===== src/rtl/handshake_rr_arbiter.sv =====
// -----------------------------------------------------------------------------
// handshake_rr_arbiter
//
// N-to-1 round-robin merge of valid/ready/data streams into a single
// registered output stream. One-cycle latency, one word per cycle sustained
// when the consumer keeps m_ready high. The output register may be drained
// and refilled in the same cycle, so there is no bubble.
//
// Optional build macro: HANDSHAKE_RR_ARB_ID_EN
//   defined   -> adds output m_id carrying the index of the granted input,
//                loaded and held together with m_data.
//   undefined -> no m_id port and no id register.
//
// Ports
//   aclk     in   clock, all logic on rising edge
//   aresetn  in   asynchronous active-low reset
//   s_valid  in   [N_PORTS]             per-input valid
//   s_ready  out  [N_PORTS]             per-input ready, at most one bit high
//   s_data   in   [N_PORTS*DATA_WIDTH]  input i at [i*DATA_WIDTH +: DATA_WIDTH]
//   m_valid  out  registered output valid
//   m_ready  in   output ready from downstream
//   m_data   out  [DATA_WIDTH]          registered output data
//   m_id     out  [ID_WIDTH]            granted index (macro builds only)
// -----------------------------------------------------------------------------
module handshake_rr_arbiter #(
   parameter  int N_PORTS    = 4,
   parameter  int DATA_WIDTH = 64,
   localparam int ID_WIDTH   = (N_PORTS > 1) ? $clog2(N_PORTS) : 1
) (
   input  logic                          aclk,
   input  logic                          aresetn,
   input  logic [N_PORTS-1:0]            s_valid,
   output logic [N_PORTS-1:0]            s_ready,
   input  logic [N_PORTS*DATA_WIDTH-1:0] s_data,
   output logic                          m_valid,
   input  logic                          m_ready,
`ifdef HANDSHAKE_RR_ARB_ID_EN
   output logic [ID_WIDTH-1:0]           m_id,
`endif
   output logic [DATA_WIDTH-1:0]         m_data
);

   logic [ID_WIDTH-1:0]   ptr;
   logic [ID_WIDTH-1:0]   grant_idx;
   logic                  grant_valid;
   logic [DATA_WIDTH-1:0] grant_data;
   logic                  load;
   logic                  xfer;
   // Low during reset and for the first cycle after release, so no input
   // sees ready until the first clock edge after aresetn goes high.
   logic                  rst_done;

   // Round-robin search starting at ptr, wrapping explicitly at N_PORTS so
   // non-power-of-two port counts never land on a non-existent input.
   always_comb begin
      int idx;
      grant_valid = 1'b0;
      grant_idx   = '0;
      grant_data  = '0;
      idx         = 0;
      for (int k = 0; k < N_PORTS; k++) begin
         idx = int'(ptr) + k;
         if (idx >= N_PORTS) begin
            idx = idx - N_PORTS;
         end
         if (!grant_valid && s_valid[idx]) begin
            grant_valid = 1'b1;
            grant_idx   = idx[ID_WIDTH-1:0];
            grant_data  = s_data[idx*DATA_WIDTH +: DATA_WIDTH];
         end
      end
   end

   // Output register accepts a new word when empty or being drained now.
   assign load = !m_valid || m_ready;
   assign xfer = load && grant_valid && rst_done;

   always_comb begin
      s_ready = '0;
      for (int i = 0; i < N_PORTS; i++) begin
         s_ready[i] = xfer && (grant_idx == ID_WIDTH'(i));
      end
   end

   always_ff @(posedge aclk or negedge aresetn) begin
      if (!aresetn) begin
         rst_done <= 1'b0;
         m_valid  <= 1'b0;
         m_data   <= '0;
         ptr      <= '0;
      end else begin
         rst_done <= 1'b1;
         if (load && rst_done) begin
            if (grant_valid) begin
               m_valid <= 1'b1;
               m_data  <= grant_data;
               if (grant_idx == ID_WIDTH'(N_PORTS - 1)) begin
                  ptr <= '0;
               end else begin
                  ptr <= grant_idx + ID_WIDTH'(1);
               end
            end else begin
               m_valid <= 1'b0;
            end
         end
      end
   end

`ifdef HANDSHAKE_RR_ARB_ID_EN
   always_ff @(posedge aclk or negedge aresetn) begin
      if (!aresetn) begin
         m_id <= '0;
      end else if (xfer) begin
         m_id <= grant_idx;
      end
   end
`endif

endmodule

===== config.mk =====
export PLATFORM = sky130hd
export DESIGN_NAME = handshake_rr_arbiter
export DESIGN_NICKNAME = d
export VERILOG_FILES = /design/src/rtl/handshake_rr_arbiter.sv
export SDC_FILE = /design/constraint.sdc
export NUM_CORES = 1
export LEC_CHECK = 0
export ABC_AREA = 0
export CORE_ASPECT_RATIO = 1.75
export CORE_MARGIN = 1
export CORE_UTILIZATION = 51
export CTS_BUF_LIST = sky130_fd_sc_hd__clkbuf_8
export CTS_CLUSTER_SIZE = 20
export DETAILED_ROUTE_END_ITERATION = 8
export PLACE_DENSITY = 0.84
export SYNTH_ARGS = -nofsm -noshare
export SYNTH_HDL_FRONTEND = slang
export SYNTH_SLANG_ARGS = --single-unit

===== constraint.sdc =====
create_clock -name aclk -period 4.9 [get_ports aclk]
set_clock_uncertainty 0.15 [all_clocks]
set_input_delay 0.98 -clock aclk [delete_from_list [all_inputs] [get_ports aclk]]
set_output_delay 0.98 -clock aclk [all_outputs]
set_load 0.05 [all_outputs]

==> summary.txt, run 1 <==
Outcome
  • Outcome: finished, final reports clean

Critical path
  • Worst path required time: 3.77 ns
  • Crit path launch: ptr[0]
  • Setup CP Type: reg2out
  • Worst setup EP type: output pin
  • Data arrival, critical path: 3.56 ns
  • Crit Path Max Fanout: 30
  • Crit start category: flop
  • Critical R2R Launch: ptr[0]

Route
  • Vias/cell: between 7 and 8
  • # DRC: 0
  • Post-route ant nets: 0
  • Final WL: 41.2 mm
  • DR vias: 11917
  • Routed len/inst: 25.2 µm
  • First-pass DRT Iterations: 5
  • Initial drt markers: around 1200

Place
  • I/O Buffers: 331
  • GPL Wtd Cong: approximately 0.87
  • Post-DP HPWL: 25.6 mm

Clocking
  • Postcts setup bufs: 0
  • Hold_buf cts: 0
  • Clock net sink count: 68
  • Maximum clock insertion buffer count: 2
  • Worst-path clk slew: 0.08 ns
  • Clock root buffer: clkbuf_8
  • CTS resizes: 0
  • H-tree levels: 3
  • CTS tree: done
  • Clk_lat worst skew: slightly below 0.4 ns
  • CTS buffer count: 9

Finish
  • FILL cells: 1692
  • Area Growth Syn to Fin: 29.4%
  • Area of the multi-input gates: 9450 µm²
  • Layout Nets: 1591
  • FF/Latch Area: around 1700 µm²
  • Share of cells above drive strength 1: 30.1%

Power
  • Tot Pwr: 11.3 mW
  • Cell Pwr Density: 742 nW/µm²
  • Leak pwr: 5.32 nW
  • Peak VDD IR: 1.34 mV

Timing
  • Fin. max-slew vios: 0
  • Tmin final: 4.69 ns
  • Final-report hold violation count: 0
  • Fmax: 213 MHz
  • RSZ-0062 raised after global routing: false
  • Setup TNS: 0 ns
  • Endpoints failing setup: 0
  • Worst slew pin tran: 1.18 ns
  • Slew HR: a little over a fifth
  • Fin crit share: 95.8%

Logic synthesis
  • Synth cell types: 33
  • Top-area cell type share of the netlist area: 37.4%
  • Synthesized instance count: about 1100
  • Sequential fraction of the synthesis area: 14.4%
  • Yosys top cell by area: mux4_2
  • Synth Register Bits: 68
  • Syn Nets: 1378
  • Syn_area_per_cell: 10.6 µm²
  • Synthesized area: 11800 µm²
  • Yosys warns: 0
  • Top cells by area, synth: mux4_2, dfrtp_1, mux2i_1, o221a_2, a21oi_2

Die
  • Die area: 23800 µm²
  • Starting density of the core: 51.9%
  • Die extent in x: 117 µm
  • Die height: about 200 µm
  • Num ports: 332
  • CORE AREA: 22700 µm²
  • Site row count: 73

Global route
  • Tot GR Track Use: between 30% and 40%
  • Initial antenna violation count: 4
  • First-pass GRT wire length: 63.3 mm
  • GRT overflow: 0
  • Largest net degree at the start of global routing: 176
  • Number of global-route vias before repair: 11967

Worst hold path
  • Hold Path Class: reg2reg
  • Hold Path Origin: m_valid

Job
  • Max cap viols: 0
-- where the power goes --
group,switching [mW],total [mW],internal (mW),leakage (nW)
logic,5.35,9.72,4.38,4.47
registers,0.305,1.15,0.850,0.753
clock network,0.266,0.470,0.204,0.0976
total,5.92,11.3,5.43,5.32
-- path summary, 6_finish.rpt --
check / to / slack [ns] / cells past startpoint
max: s_ready[3] / 0.21 / 10
min: m_valid / 0.37 / 2
max reg2reg: m_data[52] / 0.72 / 10
min reg2reg: m_valid / 0.37 / 2
max in group asynchronous: m_data[49] / 3.19 / 2
min in group asynchronous: m_data[61] / 0.46 / 1
-- placed cells by master, fill, tap and decap left out, types with 4 or more instances in the layout --
| cell type | netlist | final |
|---|---|---|
| o211ai_1 | 66 | 66 |
| dfrtp_1 | 68 | 66 |
| mux2i_1 | 132 | 132 |
| clkdlybuf4s50_1 | 0 | 326 |
| mux4_2 | 196 | 196 |
| a21oi_1 | 49 | 49 |
| inv_1 | 3 | 4 |
| ha_1 | 6 | 5 |
| o21ai_0 | 69 | 69 |
| buf_4 | 10 | 23 |
| clkbuf_8 | 0 | 11 |
| nor2_1 | 66 | 65 |
| nand2_1 | 10 | 10 |
| a21oi_2 | 80 | 80 |
| nand3_1 | 129 | 129 |
| diode_2 | 0 | 5 |
| buf_12 | 0 | 6 |
| o221a_2 | 64 | 64 |
-- per-stage QoR --
step                      hold WS [ns]  setup slack, ns  instances  instance area [µm²]  util [%]
after floorplan                  0.423            0.228       1109                11800         -
after global placement           0.340            0.444       1611                15100      66.4
after detailed placement         0.355            0.381       1611                15100      66.4
after CTS                        0.374            0.187       1626                15300      67.2
after global routing             0.407           0.0274       1629                15300      67.2
final                            0.370            0.207       1631                15300      67.2
-- cells by family (layout without fill, tap and decap cells) --
family | count (synthesis) | in the layout | share of synthesized area [%]
AOI/OAI and AO/OA | 333 | 333 | 21.7
adders and majority gates | 6 | 6 | 0.636
buffers and inverters | 156 | 373 | 6.02
DFF | 68 | 68 | 14.4
muxes | 329 | 329 | 48.7
other | 1 | 6 | 0.0318
and+or+nand+nor | 216 | 216 | 8.52
-- registers in the layout (all words and copies together) (netlist names) --
signal,cells
ptr,2
rst_done,1
m_data,64
m_valid,1
-- Yosys cell counts --
master and number:
buf_6 8, buf_2 22, nand2b_1 3, and3_1 1, dfrtp_1 68, o211ai_1 66, nor3_1 1, nor2_1 66
mux4_2 196, or2_2 1, conb_1 1, nor2b_2 1, o21ai_0 69, o221ai_1 1, o21bai_1 1, o311ai_4 1
nor3b_1 2, buf_4 10, nand2_1 10, a21oi_1 49, mux2i_1 132, ha_1 6, nand3_1 129, clkbuf_1 106
buf_1 7, or2_4 1, o221a_2 64, inv_1 3, o311a_1 1, a21oi_2 80, o21ai_1 1, and2_1 1
mux2_2 1
-- critical path: stages (launching register included) --
cell and delay, ns:
dfrtp_4 0.70, inv_1 0.19, ha_4 0.52, mux4_2 0.40, buf_4 0.29, nor2_4 0.13
o221ai_1 0.11, nand3_1 0.23, ha_1 0.17, and2_1 0.19, buf_4 0.22
-- per-layer routing --
layer / up-vias / routed length, µm / GRT usage (%)
met3: 186 / 3430 / 6.12
met5: - / 13 / 0
met2: 793 / 20900 / 58.1
met4: 2 / 2630 / 23.9
li1: 5018 / - / -
met1: 5918 / 14200 / 41.2
-- area by class of cell --
cell class,instances,area share (%)
clock inverter,4,0.115
tap,300,2.46
multi-input combinational,885,61.8
clock buffer,11,0.991
inverter,3,0.0737
antenna,5,0.0819
timing repair buffer,355,23.3
sequential,68,11.2
No activity file was read; power rests on OpenSTA's default activity.
==> inputs of run 2 (changes only) <==
--- a/config.mk
+++ b/config.mk
@@ -12,7 +12,10 @@
 export CTS_BUF_LIST = sky130_fd_sc_hd__clkbuf_8
 export CTS_CLUSTER_SIZE = 20
 export DETAILED_ROUTE_END_ITERATION = 8
+export MAX_ROUTING_LAYER = met4
 export PLACE_DENSITY = 0.84
+export SETUP_SLACK_MARGIN = 0.02
 export SYNTH_ARGS = -nofsm -noshare
 export SYNTH_HDL_FRONTEND = slang
 export SYNTH_SLANG_ARGS = --single-unit
+export TNS_END_PERCENT = 10
==> run 2 against run 1 <==
Net effect: die area stayed put; first-iteration DRC count is 17% higher; worst hold slack worse by 0.0011 ns; sequential cell count stayed put; power is 1.0% higher; global-route usage is 1.2 points higher; critical path depth is 3 lower; clock-buffer cell count stayed put; final area is 0.43% higher; sequential power is 3% lower; maximum frequency is 1.7% higher; critical endpoint is now s_ready[1].
==> summary.txt, run 2 (synthesis gave the netlist of run 1 again) <==
Job
  • Max cap viols: 0 (unchanged)

Route
  • Routed len/inst: 25.4 µm (was 25.2 µm)
  • Vias/cell: 7.40 (was 7.31)
  • Post-route ant nets: 0 (unchanged)
  • Initial drt markers: 1424 (was 1222)
  • DR vias: 12100 (was 11917)
  • First-pass DRT Iterations: 5 (unchanged)
  • Final WL: 41.6 mm (was 41.2 mm)
  • # DRC: 0 (unchanged)

Place
  • Placed cell count: 1613 (was 1611)
  • I/O Buffers: 331 (unchanged)
  • Post-DP Area: 15100 µm² (about the same)
  • GPL Wtd Cong: 0.890 (was 0.873)
  • Post-DP HPWL: 26.4 mm (was 25.6 mm)

Finish
  • Layout Nets: 1593 (was 1591)
  • Share of cells above drive strength 1: 30.2% (was 30.1%)
  • Most frequent cells in the layout: clkdlybuf4s50_1, mux4_2, mux2i_1, nand3_1, a21oi_2 (unchanged)
  • Most common cell after layout, fill and taps aside: clkdlybuf4s50_1 (unchanged)
  • FILL cells: 1779 (was 1692)
  • Most flops, register: m_data (unchanged)
  • Biggest regs: m_data x64, ptr x2 (unchanged)
  • Largest register FFs: 64 (unchanged)
  • Area Growth Syn to Fin: 30.0% (was 29.4%)
  • Final instance area: 15300 µm² (about the same)
  • Post-Layout Cell Count: 1635 (was 1631)

Power
  • Power Internal: 5.49 mW (was 5.43 mW)
  • Sequential share of power: 9.7% (was 10.2%)
  • Leak pwr: 5.35 nW (was 5.32 nW)
  • Peak VDD IR: 1.02 mV (was 1.34 mV)
  • Sw power: 5.97 mW (was 5.92 mW)
  • Clk pwr share: 4.6% (was 4.1%)
  • Comb power frac: 85.6% (was 85.7%)
  • Tot Pwr: 11.5 mW (was 11.3 mW)
  • Sw frac: 52.1% (was 52.2%)
  • Cell Pwr Density: 747 nW/µm² (was 742 nW/µm²)

Clocking
  • Postcts setup bufs: 0 (unchanged)
  • Clock net sink count: 68 (unchanged)
  • Maximum clock insertion buffer count: 2 (unchanged)
  • CTS resizes: 0 (unchanged)
  • CTS buffer count: 9 (unchanged)
  • Hold_buf cts: 0 (unchanged)
  • H-tree levels: 3 (unchanged)
  • Clock root buffer: clkbuf_8 (unchanged)
  • CTS tree: done (unchanged)
  • Clk_lat worst skew: 0.38 ns (was 0.39 ns)
  • Worst-path clk slew: 0.08 ns (about the same)

Worst hold path
  • Hold Path Origin: m_data[23] (was m_valid)
  • Hold path depth: 2 (unchanged)
  • Hold worst-path end: m_data[23] (was m_valid)
  • Hold Path Class: reg2reg (unchanged)

Outcome
  • Outcome: finished, final reports clean (unchanged)

Timing
  • Worst slew pin tran: 1.13 ns (was 1.18 ns)
  • Slew HR: 24.9% (was 21.5%)
  • RSZ-0062 raised after global routing: false (unchanged)
  • Final-report hold violation count: 0 (unchanged)
  • Endpoints failing setup: 0 (unchanged)
  • Setup TNS: 0 ns (unchanged)
  • Fin. max-slew vios: 0 (unchanged)
  • Worst hold slack: 0.369 ns (was 0.370 ns)
  • Tmin final: 4.62 ns (was 4.69 ns)
  • Fin crit share: 94.2% (was 95.8%)
  • Fmax: 217 MHz (was 213 MHz)

Die
  • Die area: 23800 µm² (unchanged)
  • Die extent in x: 117 µm (unchanged)
  • Num ports: 332 (unchanged)
  • CORE AREA: 22700 µm² (unchanged)
  • Starting density of the core: 51.9% (unchanged)
  • Site row count: 73 (unchanged)
  • Die height: 203 µm (unchanged)

Global route
  • Initial antenna violation count: 5 (was 4)
  • GRT overflow: 0 (unchanged)
  • First-pass GRT wire length: 64.3 mm (was 63.3 mm)
  • Number of global-route vias before repair: 12160 (was 11967)
  • Largest net degree at the start of global routing: 146 (was 176)
  • Tot GR Track Use: 36.4% (was 35.2%)

Critical path
  • Worst setup EP type: output pin (unchanged)
  • R2R depth: 10 (unchanged)
  • Worst flop-to-flop path endpoint: m_data[51] (was m_data[52])
  • Flop2flop setup slack: 1.25 ns (was 0.72 ns)
  • Critical R2R Launch: ptr[1] (was ptr[0])
  • Crit Path Max Fanout: 9 (was 30)
  • Data arrival, critical path: 3.49 ns (was 3.56 ns)
  • Crit start category: primary input (was flop)
  • Worst path required time: 3.77 ns (about the same)
  • Setup CP Type: in2out (was reg2out)
## run 2: metrics by stage
step	utilization [%]	setup slack [ns]
floorplan	-	-0.0852
global placement	66.5	0.447
detailed placement	66.5	0.335
CTS	67.4	0.320
global route	67.5	0.157
finish	67.5	0.284
## run 2: worst max-delay path by stage
stage                     from          to  slack, ns  cells after the start
global route        s_valid[2]  s_ready[1]       0.16                      7
finish              s_valid[2]  s_ready[1]       0.28                      7
CTS                 s_valid[2]  s_ready[1]       0.32                      7
global placement    s_valid[2]  s_ready[1]       0.45                      7
detailed placement  s_valid[2]  s_ready[1]       0.34                      7
floorplan               ptr[0]  s_ready[1]      -0.09                     12
## run 2: layer usage
metal	vias to the layer above	GRT usage, %	share of wire, %
met5	-	-	0
met4	0	27.4	7.7
met3	221	5.14	9.4
met2	913	57.3	50
met1	5940	41.6	33
li1	5026	-	-
## run 2: critical path, stage by stage
cell and delay [ns]:
clkdlybuf4s50_1 0.55, mux4_2 0.65, nor2b_4 0.15, o21ai_0 0.08, o21bai_1 0.35, nor3b_1 0.53, buf_12 0.21
## run 2: final cells by class
cell class                      count  area [µm²]  share of cell area (%)
Antenna cell                        6        15.0                  0.0978
Multi-Input combinational cell    885        9440                    61.5
Timing Repair Buffer              357        3600                    23.4
Inverter                            3        11.3                  0.0734
Clock buffer                       11         151                   0.986
Tap cell                          300         375                    2.45
Clock inverter                      5        50.0                   0.326
Sequential cell                    68        1710                    11.1
## run 2: power by group through the flow
stage / Clock (mW) / Sequential (mW) / Combinational (mW)
detailed placement: 0 / 1.12 / 9.73
finish: 0.532 / 1.11 / 9.82
global route: 0.552 / 1.14 / 10.5
CTS: 0.529 / 1.11 / 9.76
global placement: 0 / 1.12 / 9.53
floorplan: 0 / 1.92 / 6.69
